File: src/rtl/counter_sweep_ctrl.sv
// -----------------------------------------------------------------------------
// counter_sweep_ctrl
//
// Sequencing controller for a bounded 4-bit up/down counter. When a start is
// accepted, the controller captures lo/hi/num_sweeps into shadow registers.
// It then sweeps the count lo -> hi -> lo num_sweeps times and pulses done.
// Pause freezes the run. Abort ends the run without a done pulse. A start
// with a bad configuration (lo >= hi or num_sweeps == 0) is rejected with a
// one-cycle cfg_err pulse.
//
// Ports:
//   clk          system clock, rising edge
//   reset_n      asynchronous active-low reset
//   start        sweep request, sampled only while idle
//   lo, hi       count bounds, captured at an accepted start
//   num_sweeps   number of lo->hi->lo sweeps, captured at an accepted start
//   pause        holds count/state/sweeps while busy
//   abort        ends the run while busy (priority over pause)
//   count        current count value
//   up_down      current direction (1 = up, 0 = down)
//   busy         high while a run is in progress
//   done         one-cycle pulse on normal completion
//   sweeps_done  completed sweeps in the current or last run
//   cfg_err      one-cycle pulse when a start is rejected
// -----------------------------------------------------------------------------
module counter_sweep_ctrl #(
    parameter int WIDTH   = 4,
    parameter int SWEEP_W = 4
) (
    input  logic               clk,
    input  logic               reset_n,
    input  logic               start,
    input  logic [WIDTH-1:0]   lo,
    input  logic [WIDTH-1:0]   hi,
    input  logic [SWEEP_W-1:0] num_sweeps,
    input  logic               pause,
    input  logic               abort,
    output logic [WIDTH-1:0]   count,
    output logic               up_down,
    output logic               busy,
    output logic               done,
    output logic [SWEEP_W-1:0] sweeps_done,
    output logic               cfg_err
);

    typedef enum logic [1:0] {
        ST_IDLE = 2'd0,
        ST_UP   = 2'd1,
        ST_DOWN = 2'd2
    } state_t;

    localparam logic [WIDTH-1:0]   CNT_ONE   = {{(WIDTH-1){1'b0}}, 1'b1};
    localparam logic [SWEEP_W-1:0] SWP_ONE   = {{(SWEEP_W-1){1'b0}}, 1'b1};
    localparam logic [SWEEP_W-1:0] SWP_ZERO  = {SWEEP_W{1'b0}};
    localparam logic [WIDTH-1:0]   CNT_ZERO  = {WIDTH{1'b0}};

    state_t               state_r;
    logic [WIDTH-1:0]     lo_r;
    logic [WIDTH-1:0]     hi_r;
    logic [SWEEP_W-1:0]   num_r;

    logic                 cfg_bad_s;
    logic [SWEEP_W-1:0]   sweeps_next_s;
    logic                 last_sweep_s;

    // Configuration check on the live inputs and end-of-run detection on the shadows.
    always_comb begin
        cfg_bad_s     = 1'b0;
        sweeps_next_s = sweeps_done + SWP_ONE;
        last_sweep_s  = 1'b0;
        if ((lo >= hi) || (num_sweeps == SWP_ZERO)) begin
            cfg_bad_s = 1'b1;
        end else begin
            cfg_bad_s = 1'b0;
        end
        if (sweeps_next_s == num_r) begin
            last_sweep_s = 1'b1;
        end else begin
            last_sweep_s = 1'b0;
        end
    end

    // Sweep sequencer: state, shadow bounds and all registered outputs.
    always_ff @(posedge clk or negedge reset_n) begin
        if (!reset_n) begin
            state_r     <= ST_IDLE;
            lo_r        <= CNT_ZERO;
            hi_r        <= CNT_ZERO;
            num_r       <= SWP_ZERO;
            count       <= CNT_ZERO;
            up_down     <= 1'b1;
            busy        <= 1'b0;
            done        <= 1'b0;
            sweeps_done <= SWP_ZERO;
            cfg_err     <= 1'b0;
        end else begin
            done    <= 1'b0;
            cfg_err <= 1'b0;
            case (state_r)
                ST_IDLE: begin
                    if (start) begin
                        if (cfg_bad_s) begin
                            cfg_err <= 1'b1;
                        end else begin
                            lo_r        <= lo;
                            hi_r        <= hi;
                            num_r       <= num_sweeps;
                            count       <= lo;
                            up_down     <= 1'b1;
                            sweeps_done <= SWP_ZERO;
                            busy        <= 1'b1;
                            state_r     <= ST_UP;
                        end
                    end
                end
                ST_UP: begin
                    if (abort) begin
                        busy    <= 1'b0;
                        state_r <= ST_IDLE;
                    end else if (pause) begin
                        state_r <= ST_UP;
                    end else if (count != hi_r) begin
                        count <= count + CNT_ONE;
                    end else begin
                        // Turn around immediately: no dwell at the upper bound.
                        count   <= hi_r - CNT_ONE;
                        up_down <= 1'b0;
                        state_r <= ST_DOWN;
                    end
                end
                ST_DOWN: begin
                    if (abort) begin
                        busy    <= 1'b0;
                        state_r <= ST_IDLE;
                    end else if (pause) begin
                        state_r <= ST_DOWN;
                    end else if (count != lo_r) begin
                        count <= count - CNT_ONE;
                    end else if (!last_sweep_s) begin
                        sweeps_done <= sweeps_next_s;
                        count       <= lo_r + CNT_ONE;
                        up_down     <= 1'b1;
                        state_r     <= ST_UP;
                    end else begin
                        // Final sweep complete: count rests at lo, direction stays down.
                        sweeps_done <= sweeps_next_s;
                        busy        <= 1'b0;
                        done        <= 1'b1;
                        state_r     <= ST_IDLE;
                    end
                end
                default: begin
                    busy    <= 1'b0;
                    state_r <= ST_IDLE;
                end
            endcase
        end
    end

endmodule
File: config.mk
export PLATFORM = sky130hd
export DESIGN_NAME = counter_sweep_ctrl
export DESIGN_NICKNAME = d
export VERILOG_FILES = /design/src/rtl/counter_sweep_ctrl.sv
export SDC_FILE = /design/constraint.sdc
export NUM_CORES = 1
export LEC_CHECK = 0
export CORE_AREA = 2 2 60 62
export DETAILED_ROUTE_END_ITERATION = 8
export DIE_AREA = 0 0 62 64
export PLACE_DENSITY_LB_ADDON = 0.2
export SLEW_MARGIN = 20
export SYNTH_ARGS = -nofsm -noshare
export SYNTH_HDL_FRONTEND = slang
export SYNTH_SLANG_ARGS = --single-unit
File: constraint.sdc
create_clock -name clk -period 4.7 [get_ports clk]
set_input_delay 0.47 -clock clk [delete_from_list [all_inputs] [get_ports clk]]
set_output_delay 0.47 -clock clk [all_outputs]
set_load 0.1 [all_outputs]
==> flow_results.xml <==
<?xml version="1.0" encoding="UTF-8"?>
<metrics>
  <group name="pwr">
    <metric name="internal_power" unit="µW">788</metric>
    <metric name="p_sw" unit="µW">799</metric>
    <metric name="power_density" unit="nW/µm²">736</metric>
    <metric name="leakage_component_of_the_power" unit="nW">0.929</metric>
    <metric name="power.share.clock" unit="">0.073</metric>
    <metric name="power.combinational.fraction" unit="">0.648</metric>
    <metric name="sw_ratio" unit="">0.504</metric>
    <metric name="peak_supply_drop" unit="V">0.000264</metric>
    <metric name="p_seq_frac" unit="">0.279</metric>
  </group>
  <group name="logic_synthesis">
    <metric name="synth_top_area_share" unit="">0.347</metric>
    <metric name="synth_commonest_cells" unit="">25 x dfrtp_1, 15 x inv_1, 14 x xnor2_1</metric>
    <metric name="synth-main-ff-cell" unit="">dfrtp_1</metric>
    <metric name="number_of_synthesized_register_bits" unit="">26</metric>
    <metric name="yosysSeqAreaShare" unit="">0.361</metric>
    <metric name="yosysMostFrequentCell" unit="">dfrtp_1</metric>
    <metric name="synth_enable_flop_cells" unit="">0</metric>
    <metric name="yosys-top-cells-area" unit="">dfrtp_1 35%, ha_1 9.0%, mux2_2 8.1%</metric>
    <metric name="gate_count_of_the_mapped_netlist" unit="">185</metric>
    <metric name="synth_async_sr_flop_share" unit="">1.00</metric>
    <metric name="syn-mean-instance-area" unit="µm²">9.76</metric>
    <metric name="synth.yosys.warnings" unit="">0</metric>
    <metric name="yosys.area.top_type" unit="">dfrtp_1</metric>
    <metric name="ys_types" unit="">37</metric>
    <metric name="synthesized_netlist_net_count" unit="">215</metric>
    <metric name="post_synth_instance_area" unit="µm²">1810</metric>
  </group>
  <group name="clock_network">
    <metric name="cts-htree-levels" unit="">1</metric>
    <metric name="clk_pin_slew" unit="ns">0.15</metric>
    <metric name="cts_post_setup_buffers_inserted" unit="">0</metric>
    <metric name="cts_tree" unit="">built</metric>
    <metric name="cts_hold_buf" unit="">0</metric>
    <metric name="ctsLongestPathBuffers" unit="">2</metric>
    <metric name="cts.sinks" unit="">26</metric>
    <metric name="cts_inserted_buffers" unit="">3</metric>
    <metric name="clockRootBuffer" unit="">clkbuf_4</metric>
    <metric name="post_cts_resized" unit="">0</metric>
    <metric name="clock_insertion_delay_worst_skew" unit="ns">0.32</metric>
  </group>
  <group name="die">
    <metric name="starting_density_of_the_core" unit="">0.550</metric>
    <metric name="dieWidth" unit="µm">62</metric>
    <metric name="floorplan.core_area" unit="µm²">3280</metric>
    <metric name="rows" unit="">21</metric>
    <metric name="design.portCount" unit="">29</metric>
    <metric name="floorplan.die_area" unit="µm²">3970</metric>
    <metric name="die_height" unit="µm">64</metric>
  </group>
  <group name="detailed_routing">
    <metric name="detail_route.first_pass.iterations" unit="">4</metric>
    <metric name="routed_via_density" unit="">5.60</metric>
    <metric name="ant_nets" unit="">0</metric>
    <metric name="detail_route.iter0.violations" unit="">44</metric>
    <metric name="route.detailed.wl_per_inst" unit="µm">14.7</metric>
    <metric name="vias" unit="">1439</metric>
    <metric name="drt_drc_violations_left" unit="">0</metric>
    <metric name="postRouteWirelength" unit="µm">3790</metric>
  </group>
  <group name="grt">
    <metric name="gr-total-overflow" unit="">0</metric>
    <metric name="grt_use_total" unit="">0.214</metric>
    <metric name="global_route_wire_length_before_repair" unit="µm">6440</metric>
    <metric name="grt_start_max_net_pins" unit="">27</metric>
    <metric name="first_global_vias" unit="">1388</metric>
    <metric name="antenna_found_initial" unit="">0</metric>
  </group>
  <group name="critical_path">
    <metric name="path_max_fanout" unit="">4</metric>
    <metric name="cp.required" unit="ns">4.93</metric>
    <metric name="crit_startpoint" unit="">lo[0]</metric>
    <metric name="timing.critical_path.arrival" unit="ns">2.83</metric>
    <metric name="cp_cell_sequence" unit="">clkdlybuf4s50_1 -&gt; inv_1 -&gt; ha_1 -&gt; nand2b_1 -&gt; a211oi_2 -&gt; o211ai_1 -&gt; and2_1 -&gt; or3_4 -&gt; mux2_1</metric>
    <metric name="max_stage_delay" unit="ns">0.45</metric>
    <metric name="critical_path.slowest_cell" unit="">clkdlybuf4s50_1</metric>
    <metric name="worst_setup_path_end_kind" unit="">register</metric>
    <metric name="worst-setup-path-type" unit="">in2reg</metric>
    <metric name="r2r_start" unit="">count[1]</metric>
    <metric name="cp-start-kind" unit="">input port</metric>
  </group>
  <group name="placed_design">
    <metric name="dp_hpwl" unit="µm">2970</metric>
    <metric name="globalplace.congestion" unit="">0.856</metric>
    <metric name="port_buffers" unit="">28</metric>
    <metric name="placed_area" unit="µm²">2120</metric>
    <metric name="placed_cells" unit="">253</metric>
  </group>
  <group name="final_layout">
    <metric name="finalNonFillerCells" unit="">257</metric>
    <metric name="layout-area-overhead-vs-synth" unit="%">19.5</metric>
    <metric name="drive_above_1_share" unit="">0.128</metric>
    <metric name="fin_area" unit="µm²">2160</metric>
    <metric name="num_antenna_cells" unit="">0</metric>
    <metric name="final_core_utilization" unit="">0.657</metric>
    <metric name="finalNetCount" unit="">242</metric>
    <metric name="layout_fillers" unit="">272</metric>
  </group>
  <group name="sta">
    <metric name="max_slew_margin" unit="">0.333</metric>
    <metric name="fin_crit" unit="ns">2.61</metric>
    <metric name="final_min_period_over_clock_period" unit="">0.555</metric>
    <metric name="finalHoldViolCount" unit="">0</metric>
    <metric name="setup_tns" unit="ns">0</metric>
    <metric name="timing.final.max_slew_violations" unit="">0</metric>
    <metric name="rsz0062_at_grt" unit="">false</metric>
    <metric name="worstMarginPinSlew" unit="ns">0.997</metric>
    <metric name="timing.fmax" unit="GHz">0.384</metric>
    <metric name="finalHoldWorstSlack" unit="ns">0.485</metric>
    <metric name="setup-violations-final" unit="">0</metric>
    <metric name="skew" unit="ns">0.0107</metric>
  </group>
  <group name="hold_path">
    <metric name="hold_class" unit="">in2async</metric>
  </group>
  <group name="outcome">
    <metric name="outcome" unit="">finished, final reports clean</metric>
  </group>
  <group name="run">
    <metric name="maxCapViolations" unit="">0</metric>
  </group>
</metrics>
[cell usage in the layout (no fill, tap or decap), drive strengths merged, types with 4 or more instances in the layout]
cell type and n:
nor2 13, ha 13, a21oi 7, xor2 8
nor3 5, nand2 14, o21ai 7, dfrtp 25
mux2i 8, inv 15, clkbuf 4, mux2 15
xnor2 14, clkdlybuf4s50 28, o22ai 4, nand3 5
[layer usage]
layer,wire (µm),vias up,GRT usage
li1,-,698,-
met1,1710,692,0.304
met2,1850,47,0.342
met3,206,2,0.0243
met4,22,0,0.0479
met5,0,-,0
[state kept, by name, indices dropped and copies added (netlist names)]
| register | count |
|---|---|
| cfg_err | 1 |
| count | 4 |
| up_down | 1 |
| hi_r | 4 |
| num_r | 4 |
| state_r | 2 |
| sweeps_done | 4 |
| done | 1 |
| busy | 1 |
| lo_r | 4 |
[critical path: cells and delay by family]
family	cells	cell delay, ns
adder cells (fa/ha/maj)	1	0.28
AND/OR/NAND/NOR	3	0.81
buffers and inverters	2	0.51
AO/OA/AOI/OAI	2	0.43
multiplexers	1	0.32
[kinds of logic after synthesis]
| logic type | after synthesis | share of synthesized area |
|---|---|---|
| and+or+nand+nor | 49 | 0.139 |
| buffers and inverters | 22 | 0.0478 |
| muxes | 23 | 0.138 |
| adders and majority gates | 13 | 0.0901 |
| xor gates and xnor gates | 22 | 0.107 |
| AOI/OAI and AO/OA | 30 | 0.117 |
| DFF | 26 | 0.361 |
[per-stage QoR]
step | setup WS [ns] | power [mW]
floorplan | 2.06 | 1.26
finish | 2.09 | 1.59
CTS | 2.10 | 1.59
detailed placement | 1.74 | 1.47
global placement | 1.81 | 1.44
global route | 1.96 | 1.70
[power groups by stage]
| stage | logic, mW | clock network (mW) | registers, mW |
|---|---|---|---|
| 2_1_floorplan | 0.645 | 0 | 0.610 |
| 5_1_grt | 1.12 | 0.130 | 0.456 |
| 4_1_cts | 1.03 | 0.118 | 0.440 |
| 3_5_place_dp | 1.02 | 0 | 0.446 |
| 3_3_place_gp | 0.998 | 0 | 0.438 |
| 6_report | 1.03 | 0.116 | 0.442 |
[final timing paths]
kind / endpoint / slack [ns] / cells after the start
max reg2reg: count[2] / 2.42 / 6
min: state_r[1] / 0.49 / 2
min reg2reg: num_r[1] / 0.55 / 1
max in group asynchronous: up_down / 3.91 / 2
max: count[1] / 2.09 / 9
min in group clk: num_r[1] / 0.55 / 1
[area by class of cell]
type                            instances  area, µm²  area share
Multi-Input combinational cell        137       1070       0.495
Sequential cell                        26        652       0.302
Timing Repair Buffer                   29        288       0.133
Tap cell                               46       57.6      0.0267
Inverter                               15       56.3      0.0261
Clock buffer                            4       36.3      0.0168
No activity file was read; power rests on OpenSTA's default activity.
